===== src/rtl/microarquitetura_gp3_pkg.sv =====
// -----------------------------------------------------------------------------
// microarquitetura_gp3_pkg
// Shared constants for the GP3 Avalon-MM peripherals: the register word
// offsets of the key input port and the edge-capture mode selectors.
// No ports; imported by the key input port and its debouncer.
// -----------------------------------------------------------------------------
package microarquitetura_gp3_pkg;

   // word offsets of the key input port register map
   localparam logic [1:0] ADDR_DATA    = 2'd0;
   localparam logic [1:0] ADDR_RSVD    = 2'd1;
   localparam logic [1:0] ADDR_IRQMASK = 2'd2;
   localparam logic [1:0] ADDR_EDGECAP = 2'd3;

   // edge-capture mode selectors
   localparam int EDGE_RISE = 0;
   localparam int EDGE_FALL = 1;
   localparam int EDGE_ANY  = 2;

   // width of the debounce timer able to hold 0..cycles without wrapping
   function automatic int debounce_cnt_w(input int cycles);
      return $clog2(cycles + 1);
   endfunction

endpackage


===== src/rtl/microarquitetura_gp3_debounce.sv =====
// -----------------------------------------------------------------------------
// microarquitetura_gp3_debounce
// Single key line conditioner: 2-FF synchroniser followed by a debounce timer.
// A new level is accepted only after DEBOUNCE_CYCLES consecutive synchronised
// samples disagree with the current stable level; any agreeing sample restarts
// the wait.
//
// Ports:
//   clk    in  system clock
//   reset  in  synchronous, active-high reset
//   din    in  raw asynchronous key line
//   stable out debounced key level (IDLE_LEVEL out of reset)
// -----------------------------------------------------------------------------
module microarquitetura_gp3_debounce
   import microarquitetura_gp3_pkg::*;
#(
   parameter int   DEBOUNCE_CYCLES = 50000,
   parameter logic IDLE_LEVEL      = 1'b1
) (
   input  logic clk,
   input  logic reset,
   input  logic din,
   output logic stable
);

   localparam int                CNT_W   = debounce_cnt_w(DEBOUNCE_CYCLES);
   localparam logic [CNT_W-1:0] TC_LOAD = CNT_W'(DEBOUNCE_CYCLES - 1);

   logic             s1;
   logic             s2;
   // down-counter: holds the number of further disagreeing samples needed
   // beyond the next one; terminal count (zero) accepts the new level
   logic [CNT_W-1:0] tmr_cnt;

   always_ff @(posedge clk) begin
      if (reset) begin
         s1      <= IDLE_LEVEL;
         s2      <= IDLE_LEVEL;
         stable  <= IDLE_LEVEL;
         tmr_cnt <= TC_LOAD;
      end else begin
         s1 <= din;
         s2 <= s1;
         if (s2 == stable) begin
            tmr_cnt <= TC_LOAD;
         end else if (tmr_cnt == '0) begin
            stable  <= s2;
            tmr_cnt <= TC_LOAD;
         end else begin
            tmr_cnt <= tmr_cnt - CNT_W'(1);
         end
      end
   end

endmodule


===== src/rtl/microarquitetura_gp3_keys_in.sv =====
// -----------------------------------------------------------------------------
// microarquitetura_gp3_keys_in
// Avalon-MM slave input port for the board push-buttons. Each key line is
// synchronised and debounced, edges of the debounced level are captured in a
// sticky write-one-to-clear register, and a masked level interrupt is raised
// while any enabled flag is pending.
//
// Register map (word offsets, bits above WIDTH-1 read 0):
//   0 DATA     RO    debounced key levels
//   1 reserved       reads 0
//   2 IRQMASK  RW    per-bit interrupt enable
//   3 EDGECAP  R/W1C sticky edge flags
//
// Ports:
//   clk        in  system clock
//   reset      in  synchronous, active-high reset
//   address    in  word offset
//   chipselect in  slave select
//   read_n     in  read strobe, active-low (reads are side-effect free)
//   write_n    in  write strobe, active-low
//   writedata  in  write data
//   readdata   out read data, combinational (zero wait states)
//   irq        out interrupt request, level, active-high
//   in_port    in  raw asynchronous key lines
// -----------------------------------------------------------------------------
module microarquitetura_gp3_keys_in
   import microarquitetura_gp3_pkg::*;
#(
   parameter int   WIDTH           = 5,
   parameter int   DEBOUNCE_CYCLES = 50000,
   parameter logic IDLE_LEVEL      = 1'b1,
   parameter int   EDGE_MODE       = EDGE_FALL
) (
   input  logic             clk,
   input  logic             reset,
   input  logic [1:0]       address,
   input  logic             chipselect,
   input  logic             read_n,
   input  logic             write_n,
   input  logic [31:0]      writedata,
   output logic [31:0]      readdata,
   output logic             irq,
   input  logic [WIDTH-1:0] in_port
);

   logic [WIDTH-1:0] stable;
   logic [WIDTH-1:0] stable_d;
   logic [WIDTH-1:0] edge_evt;
   logic [WIDTH-1:0] irqmask;
   logic [WIDTH-1:0] edgecap;
   logic [WIDTH-1:0] edgecap_clr;
   logic             wr_en;

   // writedata bits above WIDTH and the read strobe carry no function here
   logic unused_bus;
   assign unused_bus = ^{writedata[31:WIDTH], read_n};

   genvar gi;
   for (gi = 0; gi < WIDTH; gi++) begin : g_key
      microarquitetura_gp3_debounce #(
         .DEBOUNCE_CYCLES (DEBOUNCE_CYCLES),
         .IDLE_LEVEL      (IDLE_LEVEL)
      ) u_debounce (
         .clk    (clk),
         .reset  (reset),
         .din    (in_port[gi]),
         .stable (stable[gi])
      );
   end

   always_comb begin
      case (EDGE_MODE)
         EDGE_RISE: edge_evt = stable & ~stable_d;
         EDGE_ANY:  edge_evt = stable ^ stable_d;
         default:   edge_evt = ~stable & stable_d;
      endcase
   end

   assign wr_en       = chipselect & ~write_n;
   assign edgecap_clr = (wr_en && (address == ADDR_EDGECAP)) ? writedata[WIDTH-1:0] : '0;

   always_ff @(posedge clk) begin
      if (reset) begin
         // stable_d starts at the idle pattern so reset itself never looks
         // like an edge
         stable_d <= {WIDTH{IDLE_LEVEL}};
         irqmask  <= '0;
         edgecap  <= '0;
      end else begin
         stable_d <= stable;
         if (wr_en && (address == ADDR_IRQMASK)) begin
            irqmask <= writedata[WIDTH-1:0];
         end
         // a new event on a bit wins over a simultaneous clear of that bit
         edgecap <= (edgecap & ~edgecap_clr) | edge_evt;
      end
   end

   always_comb begin
      readdata = '0;
      case (address)
         ADDR_DATA:    readdata[WIDTH-1:0] = stable;
         ADDR_RSVD:    readdata            = '0;
         ADDR_IRQMASK: readdata[WIDTH-1:0] = irqmask;
         ADDR_EDGECAP: readdata[WIDTH-1:0] = edgecap;
      endcase
   end

   assign irq = |(edgecap & irqmask);

endmodule


===== config.mk =====
export PLATFORM = sky130hd
export DESIGN_NAME = microarquitetura_gp3_keys_in
export DESIGN_NICKNAME = d
export VERILOG_FILES = /design/src/rtl/microarquitetura_gp3_pkg.sv /design/src/rtl/microarquitetura_gp3_debounce.sv /design/src/rtl/microarquitetura_gp3_keys_in.sv
export SDC_FILE = /design/constraint.sdc
export NUM_CORES = 1
export LEC_CHECK = 0
export BUFFER_PORTS_ARGS = -buffer_cell sky130_fd_sc_hd__buf_4
export CAP_MARGIN = 20
export CORE_ASPECT_RATIO = 1.4
export CORE_MARGIN = 1.5
export CORE_UTILIZATION = 29
export CTS_CLUSTER_DIAMETER = 60
export CTS_CLUSTER_SIZE = 25
export DETAILED_ROUTE_END_ITERATION = 16
export PLACE_DENSITY = 0.47
export SETUP_SLACK_MARGIN = 0.02
export SYNTH_ARGS = -nofsm -noshare
export SYNTH_HDL_FRONTEND = slang
export SYNTH_SLANG_ARGS = --single-unit

===== constraint.sdc =====
create_clock -name clk -period 3 [get_ports clk]
set_input_delay 0.15 -clock clk [delete_from_list [all_inputs] [get_ports clk]]
set_output_delay 0.15 -clock clk [all_outputs]
set_load 0.01 [all_outputs]

# [Word level (Yosys, flattened, before mapping)]
# Cells that the tools add are included.
[word_totals] ff_bits=110 latchBits=0 mem_bits_rw=0 romBits=0 input_bits=44 out_inout_bits=33 word_cells=70 n_memories=0
[classes] add_sub_neg=5 n_mul=0 div=0 magnitude_cmp=0 n_eq_ne=8 n_shift=0 mux=2 bitwise=13 n_reduce_logical=19
[op_table] operator="$logic_not 16->1" n=5
[op_table] operator="$sub 16x1->16 const B" n=5
[op_table] operator="$pmux 5 s4" n=1
[op_table] operator="$and 5x5->5" n=3
[op_table] operator="$reduce_or 3->1" n=5
[op_table] operator="$not 5->5" n=2
[op_table] operator="$reduce_and 2->1" n=5
[op_table] operator="$not 1->1" n=6
[op_table] operator="$eq 1x1->1" n=5
[op_table] operator="$mux 5" n=1
[op_table] operator="$or 5x5->5" n=1
[op_table] operator="$reduce_or 5->1" n=1
[op_table] operator="$eq 2x2->1 const B" n=2
[op_table] operator="$eq 2x1->1 const B" n=1
[op_table] operator="$logic_and 1x1->1" n=2
[op_table] operator="$logic_not 2->1" n=1
[op_table] operator="$and 1x1->1" n=1

# [Logic depth before layout (Yosys ltp)]
[depth] word_depth=7 mapped_depth=6 depth_no_buf=6

# [Cells and area by module]
# A second synthesis with hierarchy kept.
[hier_totals] hier_cells=539 hier_area_um2=5138.7
[modules_own_cells] mod="microarquitetura_gp3_debounce" n_inst=5 cells_each=86 area_each_um2=824.5
[modules_own_cells] mod="microarquitetura_gp3_keys_in" n_inst=1 cells_each=109 area_each_um2=1016.0

# [Least setup slack after synthesis]
# No wires, ideal clock.
[synth_path] path_type="reg2reg" startpoint="register g_key[3].u_debounce.tmr_cnt[0]" endpoint="register g_key[3].u_debounce.tmr_cnt[10]" setup_time_ns=0.148 t_arrival_ns=1.832 t_required_ns=2.852 path_slack_ns=1.021 stages_incl_launch_ff=7 path_buffers=0 cell_sequence="dfxtp_1 -> inv_1 -> ha_1 -> nor4b_2 -> nand4b_1 -> o41ai_1 -> nor2_1"
[synth_between] elab_chain_cells=2 word_cells_on_any_way=3 cone_classes="add/sub: 1; reduce/logical: 2"
[synth_lines] element="from (decl)" line_no="microarquitetura_gp3_debounce.sv:33" text="logic [CNT_W-1:0] tmr_cnt;"
[synth_lines] element="from (signal assigned)" line_no="microarquitetura_gp3_debounce.sv:50" text="tmr_cnt <= tmr_cnt - CNT_W'(1);"
[synth_lines] element="parallel branches: the longest is 2 deep, another holds $sub 16x1->16"
# Parallel ways; which one is timed is not known.
# A chain may end at the register's enable or synchronous reset.

# [Final worst setup path]
[layout_path] startpoint="register g_key[4].u_debounce.tmr_cnt[0]" endpoint="register g_key[4].u_debounce.tmr_cnt[4]"
[layout_between] elab_chain_cells=2 word_cells_on_any_way=3 cone_classes="add/sub: 1; reduce/logical: 2"
[layout_lines] element="from (decl)" line_no="microarquitetura_gp3_debounce.sv:33"
[layout_lines] element="from (signal assigned)" line_no="microarquitetura_gp3_debounce.sv:50"
[layout_lines] element="parallel branches: the longest is 2 deep, another holds $sub 16x1->16"
# Parallel ways; which one is timed is not known.

==> results_dict.tcl <==
set metrics [dict create \
    place_area_um2 5110 \
    min_period_over_period_pct 70.9 \
    synth_flop_cell "dfxtp_1" \
    synth_top_family_by_area "simple AND/OR/NAND/NOR gates" \
    whs_path_depth 2 \
    initial_core_util_pct 29.6 \
    portBuffers 21 \
    first_iter_violations 99 \
    synth-simple-area-share_pct 25.7 \
    timing.rr.end "g_key[4].u_debounce.tmr_cnt[4]" \
    avgSynthCellArea_um2 9.05 \
    antenna_cells 0 \
    grt_max_degree 36 \
    final.min_clock_period_ps 2130 \
    fin_area_um2 5460 \
    ys_async_sr_fraction_pct 0 \
    drtAntennaViolNets 0 \
    io_pins 77 \
    fp.dieW_um 112 \
    synth.mux.area_fraction_pct 2.93 \
    skew_ps 6.37 \
    cts_num_sinks 110 \
    power_density_nw_per_um2 510 \
    synth-xor-area-share_pct 8.78 \
    clk-insertion-delay-late_ps 350 \
    ys_ff_latch 110 \
    tightestPinTransition_ps 615 \
    fin_util_pct 33.7 \
    grt_pass1_wl_um 15200 \
    drt_pass1_iterations 8 \
    grt_use_total_pct 10.8 \
    drc 0 \
    rrSetupSlack_ps 870 \
    tritoncts "yes" \
    post_cts_buffers 0 \
    place_hpwl_um 6400 \
    synth_fa_ha_area_share_pct 1.31 \
    crit_arrival_ps 2370 \
    dpl_worst_slack_ps 876 \
    root_buffer "clkbuf_16" \
    worstPathRequired_ps 3250 \
    worstSetupStartpointType "register" \
    hold_slack_ps 15.7 \
    fin_nets 611 \
    r2r_start "g_key[4].u_debounce.tmr_cnt[0]" \
    syn_inst 529 \
    multiInputGateArea_um2 2390 \
    area_growth_pct 13.9 \
    antenna_found_initial 0 \
    slowest_delay_ps 590 \
    fin_setup_tns_ps 0 \
    chipHeight_um 155 \
    rows 55 \
    syn-cell-area_um2 4790 \
    core_area_um2 16200 \
    wl_per_cell_um 11.5 \
    routed_via_density 4.62 \
    gp_congestion 0.728 \
    min_to "g_key[4].u_debounce.s1" \
    die-area_um2 17300 \
    cp_slowest_cell "o41a_2" \
    grt_pass1_vias 3298 \
    rsz0062_at_grt "no" \
    synth-warning-count 0 \
    end_kind "register" \
    fmaxAchievable_mhz 470 \
    hp-class "input port to register" \
    grt-ovfl-total 0 \
    fin_ws_ps 873 \
    synth_edf_count 0 \
    synth_cell_types 51 \
    relSlewSlack_pct 58.6 \
    ys_seq_area_share_pct 46.0 \
    crit_type "register to register" \
    finalSetupViolCount 0 \
    maxSlewViolCount 0 \
    hold_start "in_port[4]" \
    clk_pin_slew_worst_paths_ps 70 \
    drv_cap 0 \
    htreeDepth 3 \
    synth-compound-area-share_pct 8.99 \
    wl_um 8820 \
    fillCellCount 1658 \
    cts_buffers 9 \
    area.sequential_um2 2200 \
    status "complete, no violations" \
    drive_gt1_share_pct 11.8 \
    path_max_fanout 8 \
    r2r_cells 6 \
    hold_viol 0 \
    leakage_nw 1.93 \
    clock_path_buffers 2 \
    worstPathCellList "inv_1 > ha_1 > nor4b_2 > nand2_1 > o41a_2 > o21a_1" \
    vias 3537 \
    peakVddDrop_uv 243 \
]
-- cells by family after synthesis --
family          after synthesis
compound gates               59
xor+xnor                     48
fa+ha+maj                     5
buf+inv                      52
flops                       110
mux                          14
other cells                   1
simple gates                240
-- metal layers --
layer / GRT usage, % / routed length [um]
met5: 0 / 0
met4: 4.88 / 172
met3: 3.43 / 433
met2: 18.1 / 4080
met1: 12.7 / 4130
-- worst max-delay path, delay by kind of cell, from the launching register on --
family	cells	cell delay, ps
and+or+nand+nor	2	710
DFF	1	330
AOI/OAI and AO/OA	2	730
buffers and inverters	1	60
adders and majority gates	1	190
-- how the worst max path moves through the flow --
stage                                   startpoint                               to  slack (ps)  cells past startpoint
floorplan           g_key[3].u_debounce.tmr_cnt[0]  g_key[3].u_debounce.tmr_cnt[10]        1020                      6
global placement    g_key[4].u_debounce.tmr_cnt[0]   g_key[4].u_debounce.tmr_cnt[4]         870                      6
detailed placement  g_key[4].u_debounce.tmr_cnt[0]   g_key[4].u_debounce.tmr_cnt[4]         880                      6
CTS                 g_key[4].u_debounce.tmr_cnt[0]   g_key[4].u_debounce.tmr_cnt[4]         860                      6
global route        g_key[4].u_debounce.tmr_cnt[0]   g_key[4].u_debounce.tmr_cnt[4]         680                      6
finish              g_key[4].u_debounce.tmr_cnt[0]   g_key[4].u_debounce.tmr_cnt[4]         870                      6
-- metrics by stage --
| step | power, mW | instances |
|---|---|---|
| after floorplan | 1.59 | 555 |
| after detailed placement | 1.60 | 746 |
| after global placement | 1.60 | 746 |
| final | 2.78 | 766 |
| after CTS | 2.84 | 766 |
| after global routing | 2.91 | 766 |
-- timing repair --
item	in CTS	in global routing
endpoints found under the hold margin	4	0
resized for setup	0	0
hold buffers	4	0
-- power by group --
| group | internal [mW] | switching (mW) |
|---|---|---|
| clock network | 0.693 | 0.524 |
| registers | 1.47 | 0.00516 |
| logic | 0.0388 | 0.0547 |
| total | 2.20 | 0.584 |
-- registers in the layout (all words and copies together) (netlist names) --
name / flops
g_key.u_debounce.s1: 5
g_key.u_debounce.s2: 5
g_key.u_debounce.stable: 5
irqmask: 5
edgecap: 5
g_key.u_debounce.tmr_cnt: 80
stable_d: 5
-- layout by cell type, fill, tap and decap left out, types with 2 or more instances in the layout --
cell type,instances
dfxtp_1,110
nor2_1,65
nand2_1,56
buf_4,30
nand3_1,27
xor2_1,27
conb_1,27
xnor2_1,21
a21oi_1,15
inv_1,14
mux2i_1,14
or2_2,13
o21ai_0,12
nor3_1,12
nor4_1,10
nor2b_1,10
o31ai_1,10
clkbuf_16,9
or4_1,8
or3_1,7
nand4_1,6
nand4b_1,6
ha_1,5
nand3b_1,4
dlygate4sd3_1,4
o31a_1,3
o41ai_1,3
o21a_1,3
nand2b_1,3
nor3b_1,2
nor4b_2,2
o41a_1,2
a21boi_0,2
clkbuf_1,2
clkbuf_8,2
-- cell type report --
type                       count  area share [%]
clock buffer                  13            4.77
tap                          199            4.56
inverter                      14           0.963
multi-input combinational    393            43.7
sequential                   110            40.3
timing repair buffer          34            4.86
clock inverter                 3           0.779
-- synthesized netlist by cell type (6+ instances only) --
library cell / n / area, um2
dfxtp_1: 110 / 2200
nor2_1: 65 / 244
nand2_1: 56 / 210
buf_4: 27 / 203
nand3_1: 27 / 135
xor2_1: 27 / 236
xnor2_1: 21 / 184
a21oi_1: 15 / 75.1
inv_1: 14 / 52.6
mux2i_1: 14 / 140
or2_2: 13 / 81.3
nor3_1: 12 / 60.1
o21ai_0: 12 / 60.1
nor2b_1: 10 / 62.6
nor4_1: 10 / 62.6
o31ai_1: 10 / 75.1
clkbuf_1: 9 / 33.8
or4_1: 8 / 60.1
or3_1: 7 / 43.8
nand4_1: 6 / 37.5
nand4b_1: 6 / 52.6
Note: power is estimated with default switching activity, not from simulation.
